===== src/rtl/raycast_pkg.sv =====
// Shared types, tile map, wall-height and colour tables for the column raycaster.
// Pure constants; no logic, no latency.
package raycast_pkg;

  typedef enum logic [1:0] {
    S_IDLE,
    S_INIT_COL,
    S_MARCH,
    S_WRITE
  } state_t;

  localparam int         NUM_COLS   = 128;
  localparam int         CELL_SHIFT = 5;
  localparam int         MAP_W      = 20;
  localparam int         MAP_H      = 15;
  localparam logic [9:0] VIEW_X0    = 10'd64;
  localparam logic [9:0] HORIZON_Y  = 10'd240;
  localparam logic [7:0] MAX_STEPS  = 8'd255;

  // Row-major map, cell cx sits at MAP[cy][cx]; border type 1, interior blocks types 2/3.
  localparam logic [19:0][1:0] MAP [15] = '{
    40'h55_5555_5555,
    40'h40_0000_0001,
    40'h40_0000_0A01,
    40'h40_0000_0A01,
    40'h40_0000_0001,
    40'h40_0200_0001,
    40'h40_0000_0001,
    40'h40_0000_0001,
    40'h40_0000_0001,
    40'h40_0000_0001,
    40'h40_0000_0001,
    40'h40_F000_0001,
    40'h40_F000_0001,
    40'h40_0000_0001,
    40'h55_5555_5555
  };

  // Wall half-height by quarter step count: min(240, floor(1024/(i+1))).
  localparam logic [7:0] HLUT [64] = '{
    8'd240, 8'd240, 8'd240, 8'd240, 8'd204, 8'd170, 8'd146, 8'd128,
    8'd113, 8'd102, 8'd93,  8'd85,  8'd78,  8'd73,  8'd68,  8'd64,
    8'd60,  8'd56,  8'd53,  8'd51,  8'd48,  8'd46,  8'd44,  8'd42,
    8'd40,  8'd39,  8'd37,  8'd36,  8'd35,  8'd34,  8'd33,  8'd32,
    8'd31,  8'd30,  8'd29,  8'd28,  8'd27,  8'd26,  8'd26,  8'd25,
    8'd24,  8'd24,  8'd23,  8'd23,  8'd22,  8'd22,  8'd21,  8'd21,
    8'd20,  8'd20,  8'd20,  8'd19,  8'd19,  8'd18,  8'd18,  8'd18,
    8'd17,  8'd17,  8'd17,  8'd17,  8'd16,  8'd16,  8'd16,  8'd16
  };

  localparam logic [11:0] PALETTE [4] = '{12'h000, 12'hAAA, 12'h0AF, 12'hFA0};

endpackage


===== src/rtl/wall_map_rom.sv =====
// Tile-map lookup (cx,cy) -> cell type; cells off the 20x15 map read as boundary type 3.
// Combinational, zero latency; no flow control.
module wall_map_rom
  import raycast_pkg::*;
(
  input  logic [4:0] cx_i,
  input  logic [4:0] cy_i,
  output logic [1:0] type_o
);

  always_comb begin
    type_o = 2'd3;
    if (cx_i < 5'(MAP_W) && cy_i < 5'(MAP_H))
      type_o = MAP[cy_i[3:0]][cx_i];
  end

endmodule


===== src/rtl/column_raycaster.sv =====
// Casts 128 fixed-step rays per frame into a column buffer and decodes it into wall strips.
// Cast up to 128*258 cycles after frame_start (ignored while busy); read path zero latency.
module column_raycaster
  import raycast_pkg::*;
(
  input  logic        Clk,
  input  logic        Reset,
  input  logic        frame_start,
  input  logic [9:0]  X,
  input  logic [9:0]  Y,
  input  logic [7:0]  x_vec,
  input  logic [7:0]  y_vec,
  input  logic [9:0]  DrawX,
  input  logic [9:0]  DrawY,
  output logic        wall_on,
  output logic [11:0] wall_color,
  output logic [9:0]  debugX,
  output logic [9:0]  debugY,
  output logic [11:0] debug_color,
  output logic        busy
);

  state_t             state_q, state_d;
  logic [6:0]         c_q, c_d;
  logic [7:0]         steps_q, steps_d;
  logic signed [19:0] posx_q, posx_d, posy_q, posy_d;
  logic [9:0]         xl_q, xl_d, yl_q, yl_d;
  logic [7:0]         xv_q, xv_d, yv_q, yv_d;
  logic [1:0]         hty_q, hty_d;
  logic [9:0]         dbgx_q, dbgx_d, dbgy_q, dbgy_d;
  logic [11:0]        dbgc_q, dbgc_d;
  logic               wr_en;

  logic [7:0]         hh_q [NUM_COLS];
  logic [1:0]         ty_q [NUM_COLS];

  logic signed [15:0] xv_e, yv_e, coff, ray_dx, ray_dy;
  logic signed [19:0] stepx, stepy;
  logic [1:0]         rom_type, hit_type;
  logic               oob;

  assign xv_e   = {{8{xv_q[7]}}, xv_q};
  assign yv_e   = {{8{yv_q[7]}}, yv_q};
  assign coff   = {9'd0, c_q} - 16'd64;
  assign ray_dx = xv_e * 16'sd64 - yv_e * coff;
  assign ray_dy = yv_e * 16'sd64 + xv_e * coff;
  // Arithmetic >>>4 of the 16-bit ray, sign-extended into the 12.8 position format.
  assign stepx  = {{8{ray_dx[15]}}, ray_dx[15:4]};
  assign stepy  = {{8{ray_dy[15]}}, ray_dy[15:4]};

  wall_map_rom u_rom (
    .cx_i  (posx_q[8+CELL_SHIFT +: 5]),
    .cy_i  (posy_q[8+CELL_SHIFT +: 5]),
    .type_o(rom_type)
  );

  assign oob = posx_q[19] | (posx_q[18:8] > 11'd639) |
               posy_q[19] | (posy_q[18:8] > 11'd479);
  assign hit_type = oob ? 2'd3 : rom_type;

  always_comb begin
    state_d = state_q;
    c_d     = c_q;
    steps_d = steps_q;
    posx_d  = posx_q;
    posy_d  = posy_q;
    xl_d    = xl_q;
    yl_d    = yl_q;
    xv_d    = xv_q;
    yv_d    = yv_q;
    hty_d   = hty_q;
    dbgx_d  = dbgx_q;
    dbgy_d  = dbgy_q;
    dbgc_d  = dbgc_q;
    wr_en   = 1'b0;
    case (state_q)
      S_IDLE: begin
        if (frame_start) begin
          xl_d    = X;
          yl_d    = Y;
          xv_d    = x_vec;
          yv_d    = y_vec;
          c_d     = 7'd0;
          state_d = S_INIT_COL;
        end
      end
      S_INIT_COL: begin
        posx_d  = {2'b00, xl_q, 8'h00};
        posy_d  = {2'b00, yl_q, 8'h00};
        steps_d = 8'd0;
        state_d = S_MARCH;
      end
      S_MARCH: begin
        if (hit_type != 2'd0 || steps_q == MAX_STEPS) begin
          hty_d   = hit_type;
          state_d = S_WRITE;
        end else begin
          posx_d  = posx_q + stepx;
          posy_d  = posy_q + stepy;
          steps_d = steps_q + 8'd1;
        end
      end
      S_WRITE: begin
        wr_en = 1'b1;
        if (c_q == 7'd64) begin
          dbgx_d = posx_q[17:8];
          dbgy_d = posy_q[17:8];
          dbgc_d = (hty_q != 2'd0) ? 12'hF00 : 12'h0F0;
        end
        if (c_q == 7'(NUM_COLS - 1)) begin
          state_d = S_IDLE;
        end else begin
          c_d     = c_q + 7'd1;
          state_d = S_INIT_COL;
        end
      end
      default: state_d = S_IDLE;
    endcase
  end

  always_ff @(posedge Clk) begin
    if (Reset) begin
      state_q <= S_IDLE;
      c_q     <= '0;
      steps_q <= '0;
      posx_q  <= '0;
      posy_q  <= '0;
      xl_q    <= '0;
      yl_q    <= '0;
      xv_q    <= '0;
      yv_q    <= '0;
      hty_q   <= '0;
      dbgx_q  <= '0;
      dbgy_q  <= '0;
      dbgc_q  <= '0;
    end else begin
      state_q <= state_d;
      c_q     <= c_d;
      steps_q <= steps_d;
      posx_q  <= posx_d;
      posy_q  <= posy_d;
      xl_q    <= xl_d;
      yl_q    <= yl_d;
      xv_q    <= xv_d;
      yv_q    <= yv_d;
      hty_q   <= hty_d;
      dbgx_q  <= dbgx_d;
      dbgy_q  <= dbgy_d;
      dbgc_q  <= dbgc_d;
    end
  end

  // A ray that runs out of steps leaves hty_q=0 and steps=255, i.e. type 0 with HLUT[63].
  always_ff @(posedge Clk) begin
    if (Reset) begin
      for (int i = 0; i < NUM_COLS; i++) begin
        hh_q[i] <= '0;
        ty_q[i] <= '0;
      end
    end else if (wr_en) begin
      hh_q[c_q] <= HLUT[steps_q[7:2]];
      ty_q[c_q] <= hty_q;
    end
  end

  assign busy        = (state_q != S_IDLE);
  assign debugX      = dbgx_q;
  assign debugY      = dbgy_q;
  assign debug_color = dbgc_q;

  logic        in_view;
  logic [6:0]  rcol;
  logic [9:0]  dy;
  logic [7:0]  rhh;
  logic [11:0] base;

  assign in_view = (DrawX >= VIEW_X0) && (DrawX < VIEW_X0 + 10'd512);
  assign rcol    = 7'((DrawX - VIEW_X0) >> 2);
  assign dy      = (DrawY >= HORIZON_Y) ? (DrawY - HORIZON_Y) : (HORIZON_Y - DrawY);
  assign rhh     = hh_q[rcol];
  assign base    = PALETTE[ty_q[rcol]];

  assign wall_on    = in_view && ({2'b00, rhh} > dy);
  // Distant (short) walls are dimmed to half intensity per channel.
  assign wall_color = (rhh < 8'd32) ? ((base >> 1) & 12'h777) : base;

endmodule


===== config.mk =====
export PLATFORM = sky130hd
export DESIGN_NAME = column_raycaster
export DESIGN_NICKNAME = d
export VERILOG_FILES = /design/src/rtl/raycast_pkg.sv /design/src/rtl/wall_map_rom.sv /design/src/rtl/column_raycaster.sv
export SDC_FILE = /design/constraint.sdc
export NUM_CORES = 2
export LEC_CHECK = 0
export BUFFER_PORTS_ARGS = -buffer_cell sky130_fd_sc_hd__buf_2
export CORE_ASPECT_RATIO = 0.7
export CORE_MARGIN = 2
export CORE_UTILIZATION = 40
export CTS_BUF_LIST = sky130_fd_sc_hd__clkbuf_8
export DETAILED_ROUTE_END_ITERATION = 10
export HOLD_SLACK_MARGIN = 0.15
export PLACE_DENSITY_LB_ADDON = 0.15
export SETUP_SLACK_MARGIN = 0.5
export SLEW_MARGIN = 20
export SYNTH_ARGS = -nofsm -noshare
export SYNTH_HDL_FRONTEND = slang
export SYNTH_HIERARCHICAL = 1
export SYNTH_SLANG_ARGS = --single-unit

===== constraint.sdc =====
create_clock -name Clk -period 17.5 [get_ports Clk]
set_input_delay 2.625 -clock Clk [delete_from_list [all_inputs] [get_ports Clk]]
set_output_delay 2.625 -clock Clk [all_outputs]
set_load 0.01 [all_outputs]

# == Word level (Yosys, flattened, before mapping) ==
# Memories as Yosys holds them, arrays and structs flattened.
# Index checks and enable logic that the tools add are counted.
# word_totals
ram_bits,1280
mem_count,4
rom_bits,1152
register_bits,127
word_cells,115
# classes
addsub,10
reduce_logical,18
n_lt_le_gt_ge,13
bitwise_logic,6
n_eq_ne,10
mul,2
mux,39
# mem_list
name,words,word_bits,rd,rd_clocked_by_memory_dff,write_ports,line_no,text
hh_q,128,8,1,0,128,column_raycaster.sv:34,logic [7:0] hh_q [NUM_COLS];
(name not given),16,40,1,0,0,wall_map_rom.sv:14,type_o = MAP[cy_i[3:0]][cx_i];
(name not given),64,8,1,0,0,column_raycaster.sv:161,hh_q[c_q] <= HLUT[steps_q[7:2]];
ty_q,128,2,1,0,128,column_raycaster.sv:35,logic [1:0] ty_q [NUM_COLS];
# op_table
operator,count
$mux 40,2
$pmux 20 s2,2
$mux 12,4
$add 20x12->20,2
$mux 20,2
$mul 8x8->16,2
$mux 8,4
$mux 7,4
$bmux 12 s2,1
$add 14x16->16,1
$pmux 8 s2,1
$sub 14x16->16,1
$eq 7x7->1 const B,2
$pmux 7 s2,1
$mux 2,6
$gt 11x10->1 const B,1
$gt 11x9->1 const B,1
$bmux 2 s5,1
$ge 10x7->1 const B,1
$ge 10x8->1 const B,1
$gt 8x10->1,1
$lt 10x10->1 const B,1
$mux 10,1
$reduce_and 2->1,5
other kinds (30),50

# == Longest topological paths before layout ==
# depth
ltp_word,12
depth_mapped,33
depth_no_buf,31

# == Cells and area by module ==
# Netlist, hierarchy kept.
# modules_own_cells
module,cells_each,area_each_um2,seq_area_each_um2,instances
column_raycaster,5177,68538.2,40779.1,1
wall_map_rom,25,151.4,0.0,1

# == Worst setup path before layout ==
# No wires, ideal clock.
# synth_timing
kind,input -> output
from,input port DrawX[6]
to,output port wall_on
required_time_ns,14.875
path_stages,18
slack_ns,7.708
t_arrival_ns,7.167
path_buffers,5
cell_sequence,clkbuf_1 -> clkbuf_1 -> inv_1 -> ha_1 -> xor2_1 -> buf_2 -> buf_2 -> buf_1 -> mux4_2 -> mux2_2 -> ha_1 -> nand4_1 -> nor2_1 -> nor2_1 -> nand2_1 -> a21o_1 -> a21oi_1 -> a2111oi_0
# synth_via
elab_chain_cells,4
elab_cells_between_ends,7
classes_between,add/sub (1); order compare (3); reduce/logical (2); memory (1)
# synth_rtl
item,line_no,text
"start, declared",column_raycaster.sv:13,"input logic [9:0] DrawX,"
$sub 9x7->9,column_raycaster.sv:178,assign rcol = 7'((DrawX - VIEW_X0) >> 2);
$mem_v2 128x8,-,
$gt 8x10->1,column_raycaster.sv:183,"assign wall_on = in_view && ({2'b00, rhh} > dy);"
$logic_and 1x1->1 *,column_raycaster.sv:183,
"end, declared",column_raycaster.sv:15,"output logic wall_on,"
# Every way passes the cells marked *; elsewhere a longest branch is shown, timed or not.

# == Final worst setup path ==
# layout_timing
from,input port DrawX[2]
to,output port wall_on
# Same word-level chain as after synthesis.

==> results.md <==
- Fillers: 15599
- IO buf count: 100
- H-tree depth: 4
- Post-synth top area share: between 50% and 60%
- Layout cell share with drive strength beyond 1: about 17%
- Core Region: 171000 um2
- Post-synthesis async set-or-reset flop share: 0%
- Final wirelength: 210000 um
- Largest cells by area after synthesis: edfxtp_1 (56%), mux4_2 (14%), nor2_1 (6.5%)
- GPL Wtd Cong: between 0.8 and 0.9
- Crit path max fanout: 84
- Area growth syn-to-layout: 9.48%
- Final period utilization: between 60% and 70%
- P per Cell Area: about 130 nW/um2
- Power Total: ~10 mW
- Fin Setup TNS: 0 ns
- Final WS setup: ~6.7 ns
- Worst setup SP type: primary input
- WP data required: 14.88 ns
- CTS root buffer: clkbuf_8
- Hold Path Depth: 2
- Post-route DRC: 0
- Register Area: slightly above 40000 um2
- DIE AREA: around 180000 um2
- Post-CTS setup buffers: 0
- Global-route wire length before repair: around 300000 um
- Vias: around 44000
- Layout Utilization: between 40 and 50%
- Hold Buf Count CTS: 0
- I/O pins: around 110
- DIE HEIGHT: around 350 um
- Synth unique cells: 66
- Vias per cell: around 5.7
- Crit end category: primary output
- Fmax: slightly above 0.09 GHz
- Detailed Route Iter0 Violations: 5565
- Yosys warnings: 6
- Fin cells: ~7600
- First-pass detailed-route iteration total: 6
- Slew HR: between 20% and 30%
- Hold WC Path Type: reg -> reg
- Min Tclk post-route: 10.78 ns
- Number of synthesized flops with an enable pin: between 1000 and 1500
- Count leader, synth: edfxtp_1
- Post-DP HPWL: roughly 140000 um
- Commonest cells in the netlist: edfxtp_1 (1280), nor2_1 (1183), nand2_1 (475)
- Cell area after synthesis: approximately 70000 um2
- Final nets: approximately 5500
- CTS tree: yes
- Clock Path Buffers: 3
- Static Leakage: about 28 nW
- DP Cell Count: roughly 7200
- Status: finished clean
- Crit Path Class: in -> out
- ANT nets after route: 0
- Starting Density: 40.2%
- CTS Buf Count: between 200 and 250
- Number of global-route vias before repair: roughly 43000
- Least-Margin Pin Slew: around 1.1 ns
- Synthesized flop and latch total: 1397
- Worst skew pair latency: around 1.0 ns
- Hold WS: between 0.4 and 0.5 ns
- Main flop type after synthesis: edfxtp_1
- # setup viols final: 0
- Initial antenna violation count: 16
- Design Area, Final: between 70000 and 80000 um2
- Grt ovf: 0
- CTS sink cnt: about 1400
- Reg2Reg Depth: 30
- Clk_skew: between 0.06 and 0.07 ns
- Placement Cell Area: 71100 um2
- Final Hold Vio Count: 0
- Seq/Total Area, Yosys: between 50% and 60%
- Yosys top cell by area: edfxtp_1
- RSZ-0062 raised after global routing: false
- Mapped Cells: approximately 5200
- Maxcap violations: 0
- Gr usage total: around 24%
- Max-slew violation count: 0
- Multi-input gate area: between 20000 and 30000 um2
- Post-CTS resize count: 0
- Largest net degree at the start of global routing: ~130
- Syn Area/Cell: approximately 13 um2
- Place WS: between 6 and 7 ns
- Post-DR wirelength/cell: approximately 28 um
- Worst IR Drop VDD: approximately 0.18 mV
- FP Rows: ~130
- Critical path data arrival time: between 8 and 9 ns
- Chip Width: roughly 500 um
- Clock transition at path regs: 0.06 ns
==> per-layer routing <==
metal	GRT usage (%)	vias up	part of all wire, %
li1	-	18813	-
met3	5.18	240	9.4
met5	0	-	0.0086
met1	38.7	22551	47
met2	33.3	1983	42
met4	4.59	2	1.5
==> kinds of logic (layout without fill, tap and decap cells) <==
family	after synthesis	count (layout)	share of synthesized area, %
AND/OR/NAND/NOR	2129	2129	13.3
flip-flops	1397	1397	59.4
buffers and inverters	589	747	3.56
multiplexers	440	440	13.9
AO/OA/AOI/OAI	304	304	2.68
adder cells (fa/ha/maj)	265	265	6.20
XOR/XNOR	77	77	0.982
other	1	17	0.00546
==> layout by cell type (no fill, tap or decap), types with 26 or more instances in the layout <==
cell	instances
edfxtp_1	1280
mux4_2	412
and2_1	48
buf_4	76
dfxtp_1	114
xnor2_1	48
xor2_1	26
and3_1	272
buf_2	95
nand2_1	474
nand3_1	34
ha_1	139
o21ai_0	52
clkbuf_8	222
nor3_1	26
nor2_1	1176
fa_1	126
a21oi_1	127
clkinv_1	65
inv_1	239
==> final timing paths <==
check / end / slack, ns / from
max: wall_on / 6.72 / DrawX[2]
min: debugY[3] / 0.45 / debugY[3]
max reg2reg: posy_q[18] / 9.00 / c_q[0]
min reg2reg: debugY[3] / 0.45 / debugY[3]
==> registers in the layout (all words and copies together) (netlist names) <==
name	flops
hty_q	2
debugX	10
state_q	2
posy_q	20
xv_q	8
ty_q	256
posx_q	20
c_q	7
yl_q	10
debugY	10
yv_q	8
debug_color	2
steps_q	8
hh_q	1024
xl_q	10
==> cell type report <==
cell class	count	share of cell area, %
Sequential cell	1397	54.2
Clock buffer	222	4.06
Inverter	182	0.915
Clock inverter	166	1.29
Timing Repair Buffer	177	1.53
Tap cell	2257	3.76
Multi-Input combinational cell	3219	34.2
Antenna cell	13	0.0433
==> power by group <==
group          internal, mW  switching (mW)
logic                  1.36            2.09
clock network          1.29            1.39
registers              3.83           0.151
==> worst max-delay path, cell delays in order <==
cell	delay, ns
buf_8	0.48
buf_12	0.49
buf_4	0.69
mux4_2	0.60
mux4_2	0.49
a221oi_1	0.67
and3_1	0.44
inv_1	0.11
ha_1	0.31
nand4_1	0.08
nor2_1	0.06
a21oi_1	0.11
nand3_1	0.08
a2111oi_0	0.43
buf_2	0.22
No activity file was read; power rests on OpenSTA's default activity.
